**config.mk**
```make
export PLATFORM = sky130hd
export DESIGN_NAME = hazard_ctrl
export DESIGN_NICKNAME = d
export VERILOG_FILES = /design/src/rtl/hazard_pkg.sv /design/src/rtl/hazard_cmp.sv /design/src/rtl/hazard_ctrl.sv
export SDC_FILE = /design/constraint.sdc
export NUM_CORES = 1
export LEC_CHECK = 0
export BUFFER_PORTS_ARGS = -buffer_cell sky130_fd_sc_hd__buf_2
export CAP_MARGIN = 10
export CORE_MARGIN = 2
export CORE_UTILIZATION = 51
export DETAILED_ROUTE_END_ITERATION = 10
export GPL_TIMING_DRIVEN = 0
export MAX_ROUTING_LAYER = met4
export PLACE_DENSITY = 0.8
export RECOVER_POWER = 25
export SLEW_MARGIN = 20
export SYNTH_ARGS = -nofsm -noshare
export SYNTH_HDL_FRONTEND = slang
export SYNTH_HIERARCHICAL = 1
export SYNTH_SLANG_ARGS = --single-unit
export TNS_END_PERCENT = 20
```
**constraint.sdc**
```tcl
create_clock -name clk -period 2.3 [get_ports clk]
set_input_delay 0.23 -clock clk [delete_from_list [all_inputs] [get_ports clk]]
set_output_delay 0.23 -clock clk [all_outputs]
set_load 0.03 [all_outputs]
```
**src/rtl/hazard_pkg.sv**
```systemverilog
`default_nettype none
// +--------------------------------------------------------------------------+
// | Module   : hazard_pkg                                                      |
// | Purpose  : Shared types and constants for the load-use hazard controller.  |
// |            Holds the FSM state encoding, the hardwired-zero register       |
// |            index and the width of the remaining-stall-cycle counter.      |
// | Revision : 1.0 - initial release                                          |
// +--------------------------------------------------------------------------+
package hazard_pkg;

  // Controller FSM state encoding (one bit, explicit width).
  typedef enum logic [0:0] {
    IDLE  = 1'b0,
    STALL = 1'b1
  } state_e;

  // Register index that is hardwired to zero and can never carry a hazard.
  localparam int REG_ZERO = 0;

  // Width of the remaining-stall-cycle counter; bounds LOAD_LAT to 1..15.
  localparam int REM_W = 4;

endpackage : hazard_pkg
`default_nettype wire

```
**src/rtl/hazard_cmp.sv**
```systemverilog
`default_nettype none
// +--------------------------------------------------------------------------+
// | Module   : hazard_cmp                                                      |
// | Purpose  : Combinational NUM_SRC-way comparator. Flags a load-use hazard   |
// |            when any used source operand of the instruction in ID matches   |
// |            the non-zero destination of a valid load in EX.                 |
// | Ports    : ifid_valid, ifid_src, ifid_src_used - instruction in ID         |
// |            idex_valid, idex_memread, idex_dest - instruction in EX         |
// |            hit                                 - load-use hazard detected  |
// | Revision : 1.0 - initial release                                          |
// +--------------------------------------------------------------------------+
module hazard_cmp
  import hazard_pkg::*;
#(
  parameter int REG_AW  = 5,
  parameter int NUM_SRC = 2
) (
  input  logic                      ifid_valid,
  input  logic [NUM_SRC*REG_AW-1:0] ifid_src,
  input  logic [NUM_SRC-1:0]        ifid_src_used,
  input  logic                      idex_valid,
  input  logic                      idex_memread,
  input  logic [REG_AW-1:0]         idex_dest,
  output logic                      hit
);

  logic [NUM_SRC-1:0] w_match;

  genvar gi;
  generate
    for (gi = 0; gi < NUM_SRC; gi++) begin : g_src
      assign w_match[gi] = ifid_src_used[gi] &
                           (ifid_src[gi*REG_AW +: REG_AW] == idex_dest);
    end
  endgenerate

  assign hit = ifid_valid & idex_valid & idex_memread &
               (idex_dest != REG_AW'(REG_ZERO)) & (|w_match);

endmodule : hazard_cmp
`default_nettype wire

```
**src/rtl/hazard_ctrl.sv**
```systemverilog
`default_nettype none
// +--------------------------------------------------------------------------+
// | Module   : hazard_ctrl                                                     |
// | Purpose  : Load-use hazard and stall controller between IF/ID and ID/EX.  |
// |            Stalls LOAD_LAT cycles per load-use hazard, freezes on data    |
// |            memory wait, flushes on taken branches and keeps a saturating  |
// |            count of PC-stall cycles.                                      |
// | Ports    : clk, rst_n          - clock, async active-low reset            |
// |            ifid_* / idex_*     - pipeline register contents               |
// |            mem_wait            - data memory not ready                    |
// |            branch_taken        - branch resolved taken in EX              |
// |            clr_stats           - synchronous clear of stall_cnt           |
// |            stall_pc, stall_ifid, bubble_idex, flush_ifid - Mealy controls |
// |            stall_cnt           - saturating stall-cycle statistic         |
// | Revision : 1.0 - initial release                                          |
// +--------------------------------------------------------------------------+
module hazard_ctrl
  import hazard_pkg::*;
#(
  parameter int REG_AW   = 5,
  parameter int NUM_SRC  = 2,
  parameter int LOAD_LAT = 1,   // legal range 1..15
  parameter int CNT_W    = 16
) (
  input  logic                      clk,
  input  logic                      rst_n,
  input  logic                      ifid_valid,
  input  logic [NUM_SRC*REG_AW-1:0] ifid_src,
  input  logic [NUM_SRC-1:0]        ifid_src_used,
  input  logic                      idex_valid,
  input  logic                      idex_memread,
  input  logic [REG_AW-1:0]         idex_dest,
  input  logic                      mem_wait,
  input  logic                      branch_taken,
  input  logic                      clr_stats,
  output logic                      stall_pc,
  output logic                      stall_ifid,
  output logic                      bubble_idex,
  output logic                      flush_ifid,
  output logic [CNT_W-1:0]          stall_cnt
);

  // Cycles still to stall after the cycle in which the hazard was seen.
  localparam logic [REM_W-1:0] c_rem_init = REM_W'(LOAD_LAT - 1);

  state_e           r_state;
  state_e           w_state_nxt;
  logic [REM_W-1:0] r_rem;
  logic [REM_W-1:0] w_rem_nxt;
  logic [CNT_W-1:0] r_cnt;
  logic             w_hit;
  logic             w_stall;
  logic             w_bubble;
  logic             w_flush;

  hazard_cmp #(
    .REG_AW  (REG_AW),
    .NUM_SRC (NUM_SRC)
  ) u_cmp (
    .ifid_valid    (ifid_valid),
    .ifid_src      (ifid_src),
    .ifid_src_used (ifid_src_used),
    .idex_valid    (idex_valid),
    .idex_memread  (idex_memread),
    .idex_dest     (idex_dest),
    .hit           (w_hit)
  );

  // Priority: mem_wait > branch_taken > ongoing STALL > new hit.
  always_comb begin
    w_state_nxt = r_state;
    w_rem_nxt   = r_rem;
    w_stall     = 1'b0;
    w_bubble    = 1'b0;
    w_flush     = 1'b0;
    if (mem_wait) begin
      // Freeze everything, including the stall sequence itself.
      w_stall = 1'b1;
    end else if (branch_taken) begin
      // Wrong-path instruction in ID is discarded, so any hazard is moot.
      w_flush     = 1'b1;
      w_bubble    = 1'b1;
      w_state_nxt = IDLE;
      w_rem_nxt   = '0;
    end else if (r_state == STALL) begin
      w_stall   = 1'b1;
      w_bubble  = 1'b1;
      w_rem_nxt = r_rem - REM_W'(1);
      if (r_rem == REM_W'(1)) begin
        w_state_nxt = IDLE;
      end
    end else if (w_hit) begin
      w_stall  = 1'b1;
      w_bubble = 1'b1;
      if (LOAD_LAT > 1) begin
        w_state_nxt = STALL;
        w_rem_nxt   = c_rem_init;
      end
    end
  end

  always_ff @(posedge clk or negedge rst_n) begin
    if (!rst_n) begin
      r_state <= IDLE;
      r_rem   <= '0;
    end else begin
      r_state <= w_state_nxt;
      r_rem   <= w_rem_nxt;
    end
  end

  always_ff @(posedge clk or negedge rst_n) begin
    if (!rst_n) begin
      r_cnt <= '0;
    end else if (clr_stats) begin
      r_cnt <= '0;
    end else if (w_stall && (r_cnt != {CNT_W{1'b1}})) begin
      r_cnt <= r_cnt + CNT_W'(1);
    end
  end

  // Outputs are Mealy, so they are gated by rst_n to stay quiet in reset
  // even while the inputs present a hazard.
  assign stall_pc    = rst_n & w_stall;
  assign stall_ifid  = rst_n & w_stall;
  assign bubble_idex = rst_n & w_bubble;
  assign flush_ifid  = rst_n & w_flush;
  assign stall_cnt   = r_cnt;

endmodule : hazard_ctrl
`default_nettype wire

```
==> results.json, run 1 <==
{
  "status": "completed",
  "final_cell_area_um2": 1830,
  "reg2reg_to": "stall_cnt[7]",
  "routedWlPerCell_um": 14.8,
  "share_of_layout_cells_above_drive_strength_1_pct": 35.9,
  "cts.htree.levels": 1,
  "min_from": "branch_taken",
  "design.portCount": 45,
  "cp-startpoint": "idex_dest[0]",
  "min_path_cells": 2,
  "dp_hpwl_um": 2710,
  "drt_pre_antenna_iters": 4,
  "async_reset_ff_share_pct": 100,
  "syn-cell-area_um2": 1460,
  "worst_clock_skew_ps": 3.17,
  "antennaDiodeCount": 0,
  "die_y_extent_um": 57.5,
  "power_mw": 0.710,
  "max_freq_mhz": 455,
  "synth-edff-count": 0,
  "yosysSeqAreaShare_pct": 36.1,
  "number_of_cts_inserted_buffers": 3,
  "startpoint_type": "input port",
  "power.ir.vdd_worst_uv": 316,
  "worst_ep_arrival_time_ps": 1970,
  "areaGrowthSynthToFinish_pct": 25.2,
  "worst-endpoint-required_ps": 2070,
  "cpMaxStageDelayCell": "sky130_fd_sc_hd__or4_4",
  "max_slew_margin_pct": 67.3,
  "via_count_of_the_first_global_routing_pass": 1439,
  "cts.reportedPaths.clkPinSlew_ps": 110,
  "setup_violations": 0,
  "crit_chain": "buf_2 -> or4_4 -> o2111ai_2 -> a21oi_1 -> o21ba_1 -> nor2_4 -> buf_12 -> nor2b_2 -> buf_4 -> buf_2",
  "die_x_um": 57.5,
  "grt_overflow_total": 0,
  "cts-root-buf": "sky130_fd_sc_hd__clkbuf_4",
  "finalNetCount": 238,
  "via_count": 1414,
  "multi_input_area_um2": 886,
  "fp-row-count": 19,
  "yosys_most_used_dff": "sky130_fd_sc_hd__dfrtp_1",
  "drtIter0Drc": 126,
  "worst_skew_pair.late_latency_ps": 300,
  "grt_pass1_wl_um": 6110,
  "timing.hold.worst.class": "input port to flip-flop",
  "sequential_cell_area_um2": 526,
  "syn-instance-count": 155,
  "tritoncts": "done",
  "core_area_um2": 2730,
  "grt_setup_unrepaired": "false",
  "initial_antenna_violation_count": 0,
  "crit_path_end_kind": "output port",
  "initial_core_utilization_pct": 53.3,
  "drt_drc_violations_left": 0,
  "hold-path-endpoint": "r_rem[0]",
  "reg2reg_from": "stall_cnt[0]",
  "static_leakage_nw": 0.848,
  "floorplan.die_area_um2": 3300,
  "route.antenna.remaining_nets": 0,
  "synth.ff_latch_count": 21,
  "timing_max_transition_violations_final": 0,
  "maxCapViolations": 0,
  "syn_nets": 183,
  "crit_path_max_fanout": 11,
  "fill_cells": 233,
  "syn_avg_cell_area_um2": 9.40,
  "overall_global_routing_resource_usage_pct": 23.9,
  "gp_congestion": 0.824,
  "synth_cell_types": 39,
  "cpMostUsedCell": "sky130_fd_sc_hd__buf_2",
  "power_per_cell_area_nw_per_um2": 389,
  "totalNegativeSetupSlack_ps": 0,
  "yosysWarningCount": 6,
  "max_stage_delay_ps": 530,
  "postPlaceCellArea_um2": 1710,
  "vias_per_cell": 5.89,
  "cts_max_path_buffers": 2,
  "clock_sink_count": 21,
  "grt_max_degree": 25,
  "path_class": "input port to output port",
  "regToRegSetupSlack_ps": 460,
  "share_of_the_cycle_needed_by_the_critical_path_after_routing_pct": 95.6,
  "min_period_ps": 2200,
  "hold_ws_ps": 209,
  "max_slew.worst_pin.slew_ps": 490,
  "rr_worst_depth": 6,
  "hold_violations": 0,
  "portBuffers": 43,
  "wirelength_um": 3560
}
-- state kept, by name, indices dropped and copies added, names as in the netlist --
name and count:
r_rem 4, r_state 1, stall_cnt 16
-- how the worst max path moves through the flow --
stage | endpoint | slack [ps] | cells after the start
final | stall_pc | 100 | 10
after global routing | stall_pc | 5 | 11
after CTS | stall_pc | 20 | 10
after detailed placement | stall_pc | -360 | 11
after global placement | stall_pc | -320 | 11
after floorplan | stall_pc | 90 | 9
-- through the flow --
step / worst slack (ps) / utilization [%] / instances
after floorplan: 94.3 / - / 155
after global placement: -322 / 62.7 / 229
after detailed placement: -358 / 62.7 / 229
after CTS: 15.3 / 64.2 / 234
after global routing: 4.74 / 66.8 / 240
final: 100 / 66.8 / 240
-- kinds of logic after synthesis --
| kind of cell | count (synthesis) | share of synthesized area, % |
|---|---|---|
| flip-flops | 21 | 36.1 |
| XOR/XNOR | 10 | 6.01 |
| buffers and inverters | 12 | 4.81 |
| adder cells (fa/ha/maj) | 3 | 2.58 |
| multiplexers | 5 | 5.15 |
| AND/OR/NAND/NOR | 68 | 30.0 |
| AO/OA/AOI/OAI | 36 | 15.5 |
-- metal layers --
| metal | part of all wire, % | wire (µm) | track usage [%] |
|---|---|---|---|
| met1 | 41 | 1470 | 29.1 |
| met2 | 55 | 1950 | 41.1 |
| met3 | 3.1 | 109 | 2.49 |
| met4 | 0.98 | 35 | 8.31 |
| met5 | 0 | 0 | - |
-- repair_timing --
| item | in CTS | in global routing |
|---|---|---|
| hold buffers | 1 | 0 |
| endpoints found under the setup margin | 2 | 1 |
| endpoints found under the hold margin | 21 | 0 |
| buffers inserted | 1 | 6 |
| gates cloned | 0 | 0 |
| pin swaps | 1 | 0 |
| resized for setup | 1 | 5 |
-- synth_stat cells (2+ instances only) --
| master | n | area [µm²] |
|---|---|---|
| sky130_fd_sc_hd__or3_1 | 2 | 12.5 |
| sky130_fd_sc_hd__o31ai_1 | 9 | 67.6 |
| sky130_fd_sc_hd__nor3_1 | 3 | 15.0 |
| sky130_fd_sc_hd__or4_1 | 9 | 67.6 |
| sky130_fd_sc_hd__nor2b_1 | 6 | 37.5 |
| sky130_fd_sc_hd__buf_6 | 2 | 22.5 |
| sky130_fd_sc_hd__nand2_1 | 13 | 48.8 |
| sky130_fd_sc_hd__xnor2_1 | 2 | 17.5 |
| sky130_fd_sc_hd__nor4_1 | 3 | 18.8 |
| sky130_fd_sc_hd__nor2_1 | 7 | 26.3 |
| sky130_fd_sc_hd__nand3_1 | 4 | 20.0 |
| sky130_fd_sc_hd__and3_1 | 3 | 18.8 |
| sky130_fd_sc_hd__nor4_2 | 4 | 50.1 |
| sky130_fd_sc_hd__clkbuf_1 | 3 | 11.3 |
| sky130_fd_sc_hd__dfrtp_1 | 21 | 526 |
| sky130_fd_sc_hd__a21oi_1 | 15 | 75.1 |
| sky130_fd_sc_hd__buf_2 | 2 | 10.0 |
| sky130_fd_sc_hd__o21ai_0 | 7 | 35.0 |
| sky130_fd_sc_hd__nand4_1 | 4 | 25.0 |
| sky130_fd_sc_hd__inv_1 | 3 | 11.3 |
| sky130_fd_sc_hd__ha_1 | 3 | 37.5 |
| sky130_fd_sc_hd__xor2_1 | 8 | 70.1 |
| sky130_fd_sc_hd__mux2_4 | 5 | 75.1 |
| sky130_fd_sc_hd__buf_4 | 2 | 15.0 |
-- placed cells by master (no fill, tap or decap), drive strengths merged, types with 2 or more instances in the layout --
cell type,netlist,final
buf,6,55
dfrtp,21,21
a21oi,15,15
nand2,13,13
o31ai,9,9
or4,9,9
xor2,8,8
nor2,8,8
nor4,8,8
o21ai,7,7
clkbuf,3,7
nor2b,6,6
mux2,5,5
nand4,5,5
nand3,4,4
inv,3,3
nor3,3,3
and3,3,3
ha,3,3
or3,2,2
xnor2,2,2
-- area by class of cell --
type | count | area share, %
Buffer | 8 | 3.29
Clock buffer | 4 | 1.44
Inverter | 3 | 0.617
Multi-Input combinational cell | 122 | 48.5
Sequential cell | 21 | 28.8
Tap cell | 31 | 2.12
Timing Repair Buffer | 51 | 15.2
-- critical path, delay by kind of cell --
family,cells,cell delay [ps]
buf+inv,4,550
simple gates,3,710
compound gates,3,470
-- where the power goes --
part,internal (mW),switching (mW),leakage [nW]
Clock,0.0676,0.111,0.0150
Sequential,0.380,0.0110,0.290
Combinational,0.0618,0.0781,0.543
Note: power is estimated with default switching activity, not from simulation.
==> run 2, diff against run 1 <==
Settings changed: CELL_PAD_IN_SITES_DETAIL_PLACEMENT set to 0, CELL_PAD_IN_SITES_GLOBAL_PLACEMENT set to 1, CORE_UTILIZATION 51 to 38, HOLD_SLACK_MARGIN set to 0.08, PLACE_DENSITY 0.8 to unset, PLACE_DENSITY_LB_ADDON set to 0.1, SETUP_SLACK_MARGIN set to 0.15.
==> run 2 against run 1 <==
Net effect: sequential cell count is the same; routed wire length grew 5.8%; clock skew grew 0.67 ps; clock power grew 36%; via count shrank 1.2%; critical path depth grew 1; final area grew 5.4%; core utilization shrank 14 points; first-iteration DRC count shrank 58%; maximum frequency grew 1.0%; sequential share of layout area shrank 1.5 points; register-to-register slack is essentially flat.
==> results.json, run 2 (synthesis gave the netlist of run 1 again) <==
{
  "status": "completed",
  "dp_hpwl_um": 2600,
  "cts-root-buf": "sky130_fd_sc_hd__clkbuf_8",
  "switching_power_mw": 0.212,
  "initial_core_utilization_pct": 39.8,
  "grt_overflow_total": 0,
  "grt_pass1_wl_um": 6060,
  "final_common_cell": "sky130_fd_sc_hd__buf_2",
  "worst_clock_skew_ps": 3.84,
  "max_stage_delay_ps": 530,
  "cts.htree.levels": 1,
  "postPlaceCellArea_um2": 1750,
  "overall_global_routing_resource_usage_pct": 18.3,
  "power_per_cell_area_nw_per_um2": 405,
  "maxCapViolations": 0,
  "path_class": "input port to output port",
  "share_of_layout_cells_above_drive_strength_1_pct": 37.6,
  "via_count": 1397,
  "floorplan.die_area_um2": 4350,
  "layout_common_cells": "41 x sky130_fd_sc_hd__buf_2, 21 x sky130_fd_sc_hd__dfrtp_1, 14 x sky130_fd_sc_hd__a21oi_1",
  "drtIter0Drc": 53,
  "seqPwrFrac_pct": 50.2,
  "crit_path_end_kind": "output port",
  "portion_of_total_power_attributed_to_the_clock_network_pct": 31.3,
  "design.portCount": 45,
  "worst-endpoint-required_ps": 2070,
  "die_x_um": 65.9,
  "number_of_cts_inserted_buffers": 3,
  "wirelength_um": 3770,
  "clock_sink_count": 21,
  "antennaDiodeCount": 0,
  "crit_path_max_fanout": 3,
  "grt_setup_unrepaired": "true",
  "path_buf_inv": 6,
  "max_slew_margin_pct": 64.0,
  "tritoncts": "done",
  "gp_congestion": 0.797,
  "cts.reportedPaths.clkPinSlew_ps": 80,
  "fp-row-count": 22,
  "startpoint_type": "input port",
  "timing_max_transition_violations_final": 0,
  "drt_drc_violations_left": 0,
  "max_freq_mhz": 459,
  "cts_max_path_buffers": 2,
  "largest_register_ff_count": 16,
  "worst_skew_pair.late_latency_ps": 260,
  "routedWlPerCell_um": 14.6,
  "core_area_um2": 3660,
  "static_leakage_nw": 0.868,
  "crit_family": "buffers and inverters",
  "final_cell_area_um2": 1920,
  "drt_pre_antenna_iters": 4,
  "hold_violations": 0,
  "timing.hold.worst.class": "input port to flip-flop",
  "grt_max_degree": 25,
  "crit_chain": "buf_6 -> or4_4 -> o2111ai_2 -> a21oi_2 -> buf_4 -> buf_4 -> buf_4 -> buf_4 -> nor3_4 -> nor3b_2 -> buf_4",
  "initial_antenna_violation_count": 0,
  "worst_ep_arrival_time_ps": 1950,
  "power.ir.vdd_worst_uv": 174,
  "cpMostUsedCell": "sky130_fd_sc_hd__buf_4",
  "post-route-util_pct": 52.6,
  "finalNetCount": 239,
  "die_y_extent_um": 65.9,
  "totalNegativeSetupSlack_ps": 0,
  "vias_per_cell": 5.41,
  "min_period_ps": 2180,
  "route.antenna.remaining_nets": 0,
  "max_slew.worst_pin.slew_ps": 540,
  "via_count_of_the_first_global_routing_pass": 1352,
  "portBuffers": 43,
  "areaGrowthSynthToFinish_pct": 32.0,
  "cellInternalPower_mw": 0.568,
  "power_switching_share_pct": 27.1,
  "cpMaxStageDelayCell": "sky130_fd_sc_hd__or4_4",
  "hold_ws_ps": 288,
  "power.combinational.fraction_pct": 18.5,
  "share_of_the_cycle_needed_by_the_critical_path_after_routing_pct": 94.7,
  "setup_violations": 0
}
run 2: cell count changes in the layout (fill, tap and decap cells not counted), moves of 2 or more:
cell,previous run,this run
sky130_fd_sc_hd__buf_2,45,41
sky130_fd_sc_hd__buf_6,1,6
sky130_fd_sc_hd__clkbuf_4,3,0
sky130_fd_sc_hd__clkbuf_8,0,3
sky130_fd_sc_hd__nor4_2,5,3
run 2: final cells by class:
type,instances,area [µm²]
plain buffers,9,70.1
clock buffers,4,45.0
fillers,349,1740
inverters,3,11.3
multi-input cells,122,913
flip-flops and latches,21,526
well taps,48,60.1
repair buffers,51,299
run 2: through the flow:
| step | total power [mW] | worst slack, ps | cells |
|---|---|---|---|
| detailed placement | 0.526 | -244 | 246 |
| global route | 0.826 | 46.6 | 258 |
| CTS | 0.784 | 114 | 258 |
| finish | 0.779 | 123 | 258 |
| floorplan | 0.471 | 181 | 155 |
| global placement | 0.524 | -277 | 246 |
run 2: path summary, 6_finish.rpt:
path | from | to | slack [ps] | cells past startpoint
min in group asynchronous | rst_n | r_rem[0] | 480 | 2
max reg2reg | stall_cnt[0] | stall_cnt[7] | 460 | 6
min reg2reg | r_rem[1] | r_rem[1] | 510 | 2
min | branch_taken | r_rem[0] | 290 | 2
max | idex_dest[4] | bubble_idex | 120 | 11
max in group asynchronous | rst_n | stall_cnt[15] | 1460 | 2
run 2: layer usage:
metal | GRT usage [%] | routed length (µm) | vias up
li1 | - | - | 691
met1 | 23.1 | 1680 | 667
met2 | 30.2 | 1900 | 35
met3 | 2.73 | 165 | 4
met4 | 5.87 | 24 | 0
met5 | - | 0 | -
run 2: power groups by stage:
| stage | Combinational (mW) | Sequential (mW) | Clock (mW) |
|---|---|---|---|
| after global routing | 0.162 | 0.393 | 0.271 |
| final | 0.144 | 0.391 | 0.244 |
| after CTS | 0.141 | 0.391 | 0.252 |
| after floorplan | 0.0694 | 0.401 | 0 |
| after detailed placement | 0.128 | 0.398 | 0 |
| after global placement | 0.126 | 0.397 | 0 |
run 2: repair_timing:
| action | 4_1_cts | 5_1_grt |
|---|---|---|
| hold buffers | 1 | 0 |
| buffers inserted | 7 | 0 |
| pin swaps | 6 | 4 |
| gates resized for setup | 11 | 6 |
| setup endpoints to repair | 2 | 7 |
| hold endpoints to repair | 21 | 0 |
==> run 3, diff against run 2 <==
Settings changed: CORE_UTILIZATION 38 to 39, CTS_BUF_LIST set to sky130_fd_sc_hd__clkbuf_4.
==> run 3 against run 2 <==
Net effect: sequential power barely moved; worst setup slack improved by 50 ps; maximum frequency rose by 2.4%; final area fell by 3.3%; combinational power barely moved; count of clock-buffer cells in the layout fell by 1; via count fell by 0.43%; clock skew rose by 7.7 ps; global-route usage rose by 0.56 points; sequential cell count did not move.
==> results.json, run 3 (synthesis gave the netlist of run 1 again) <==
{
  "status": "completed",
  "via_count": 1391,
  "reg2reg_from": "stall_cnt[0]",
  "timing_max_transition_violations_final": 0,
  "initial_antenna_violation_count": 0,
  "drtIter0Drc": 80,
  "dp_slack_ps": -259,
  "grt_max_degree": 25,
  "route.antenna.remaining_nets": 0,
  "die_y_extent_um": 65.1,
  "core_area_um2": 3630,
  "overall_global_routing_resource_usage_pct": 18.8,
  "number_of_cts_inserted_buffers": 3,
  "dp_hpwl_um": 2600,
  "worst_slack_ps": 173,
  "drt_pre_antenna_iters": 4,
  "worst_skew_pair.late_latency_ps": 310,
  "cts-root-buf": "sky130_fd_sc_hd__clkbuf_4",
  "gp_congestion": 0.797,
  "power_switching_share_pct": 29.5,
  "sequential_cell_area_um2": 526,
  "crit_path_end_kind": "output port",
  "worst_ep_arrival_time_ps": 1900,
  "initial_core_utilization_pct": 40.1,
  "postPlaceCellArea_um2": 1750,
  "setup_violations": 0,
  "worstSetupEndpoint": "stall_pc",
  "cts.htree.levels": 1,
  "seqPwrFrac_pct": 54.3,
  "maxCapViolations": 0,
  "cts.reportedPaths.clkPinSlew_ps": 130,
  "power.ir.vdd_worst_uv": 341,
  "portBuffers": 43,
  "timing.hold.worst.class": "input port to flip-flop",
  "path_class": "input port to output port",
  "wirelength_um": 3660,
  "max_slew_margin_pct": 65.5,
  "finalNetCount": 235,
  "static_leakage_nw": 0.836,
  "design.portCount": 45,
  "max_freq_mhz": 470,
  "die_x_um": 65.1,
  "antennaDiodeCount": 0,
  "reg2reg_to": "stall_cnt[15]",
  "final_common_cell": "sky130_fd_sc_hd__buf_2",
  "clock_sink_count": 21,
  "final_cell_area_um2": 1860,
  "crit_path_max_fanout": 3,
  "power.combinational.fraction_pct": 19.8,
  "multi_input_area_um2": 900,
  "min_period_ps": 2130,
  "via_count_of_the_first_global_routing_pass": 1317,
  "max_slew.worst_pin.slew_ps": 518,
  "min_path_cells": 2,
  "rr_worst_depth": 6,
  "largest_register_ff_count": 16,
  "grt_setup_unrepaired": "true",
  "power_per_cell_area_nw_per_um2": 388,
  "grt_overflow_total": 0,
  "drt_drc_violations_left": 0,
  "fp-row-count": 22,
  "totalNegativeSetupSlack_ps": 0,
  "share_of_the_cycle_needed_by_the_critical_path_after_routing_pct": 92.5,
  "hold_violations": 0,
  "startpoint_type": "input port",
  "routedWlPerCell_um": 14.4,
  "fill_cells": 387,
  "cellInternalPower_mw": 0.509,
  "layout_common_cells": "42 x sky130_fd_sc_hd__buf_2, 21 x sky130_fd_sc_hd__dfrtp_1, 14 x sky130_fd_sc_hd__a21oi_1",
  "worst-endpoint-required_ps": 2070,
  "switching_power_mw": 0.213,
  "worst_clock_skew_ps": 11.5,
  "share_of_layout_cells_above_drive_strength_1_pct": 35.9,
  "cts_max_path_buffers": 2,
  "regToRegSetupSlack_ps": 490,
  "cp-startpoint": "idex_dest[3]",
  "portion_of_total_power_attributed_to_the_clock_network_pct": 26.0,
  "floorplan.die_area_um2": 4240,
  "tritoncts": "done",
  "grt_pass1_wl_um": 6140,
  "vias_per_cell": 5.48,
  "areaGrowthSynthToFinish_pct": 27.6
}
run 3: cell type report:
type	count	share of cell area, %
well taps	48	3.23
clock buffers	3	1.21
inverters	3	0.605
multi-input cells	122	48.4
flip-flops and latches	21	28.2
plain buffers	9	3.77
clock inverters	1	0.269
repair buffers	47	14.3
run 3: worst max-delay path, stage by stage:
cell and delay (ps):
sky130_fd_sc_hd__buf_6 100, sky130_fd_sc_hd__or4_4 540, sky130_fd_sc_hd__o2111ai_4 190, sky130_fd_sc_hd__a21oi_2 60, sky130_fd_sc_hd__o21ba_2 210, sky130_fd_sc_hd__nor2_4 90, sky130_fd_sc_hd__buf_6 110, sky130_fd_sc_hd__buf_8 100
sky130_fd_sc_hd__nor2b_4 30, sky130_fd_sc_hd__buf_6 100, sky130_fd_sc_hd__buf_6 120
run 3: worst min-delay path by stage:
| stage | from | slack [ps] | end |
|---|---|---|---|
| 6_report | branch_taken | 200 | r_rem[0] |
| 5_1_grt | branch_taken | 170 | r_rem[0] |
| 4_1_cts | branch_taken | 180 | r_rem[0] |
| 3_5_place_dp | rst_n | 240 | r_rem[0] |
| 3_3_place_gp | rst_n | 230 | r_rem[0] |
| 2_1_floorplan | rst_n | -70 | r_rem[0] |
run 3: metal layers:
metal | GRT usage, % | vias to the layer above | wire [µm]
met2 | 31.1 | 28 | 1790
met1 | 25.1 | 676 | 1740
met3 | 4.11 | 2 | 124
met4 | 1.56 | 0 | 14
met5 | - | - | 0
li1 | - | 685 | -
run 3: what timing repair did:
| action | in CTS | in global routing |
|---|---|---|
| endpoints found under the setup margin | 2 | 6 |
| hold endpoints to repair | 21 | 0 |
| resized for setup | 10 | 4 |
| pin swaps | 4 | 7 |
| hold buffers | 1 | 0 |
| setup buffers | 3 | 0 |
run 3: per-stage QoR:
| stage | std cells | power, mW | hold slack, ps | utilization [%] |
|---|---|---|---|---|
| floorplan | 155 | 0.471 | -65.6 | - |
| global placement | 246 | 0.521 | 235 | 48.0 |
| detailed placement | 246 | 0.527 | 241 | 48.0 |
| CTS | 254 | 0.730 | 180 | 50.5 |
| global route | 254 | 0.765 | 175 | 51.2 |
| finish | 254 | 0.721 | 195 | 51.2 |
run 3: power by group through the flow:
stage               clock network [mW]  registers [mW]  logic, mW
detailed placement                   0           0.399      0.128
global placement                     0           0.398      0.124
floorplan                            0           0.401     0.0694
global route                     0.213           0.394      0.158
CTS                              0.198           0.391      0.140
finish                           0.187           0.391      0.143
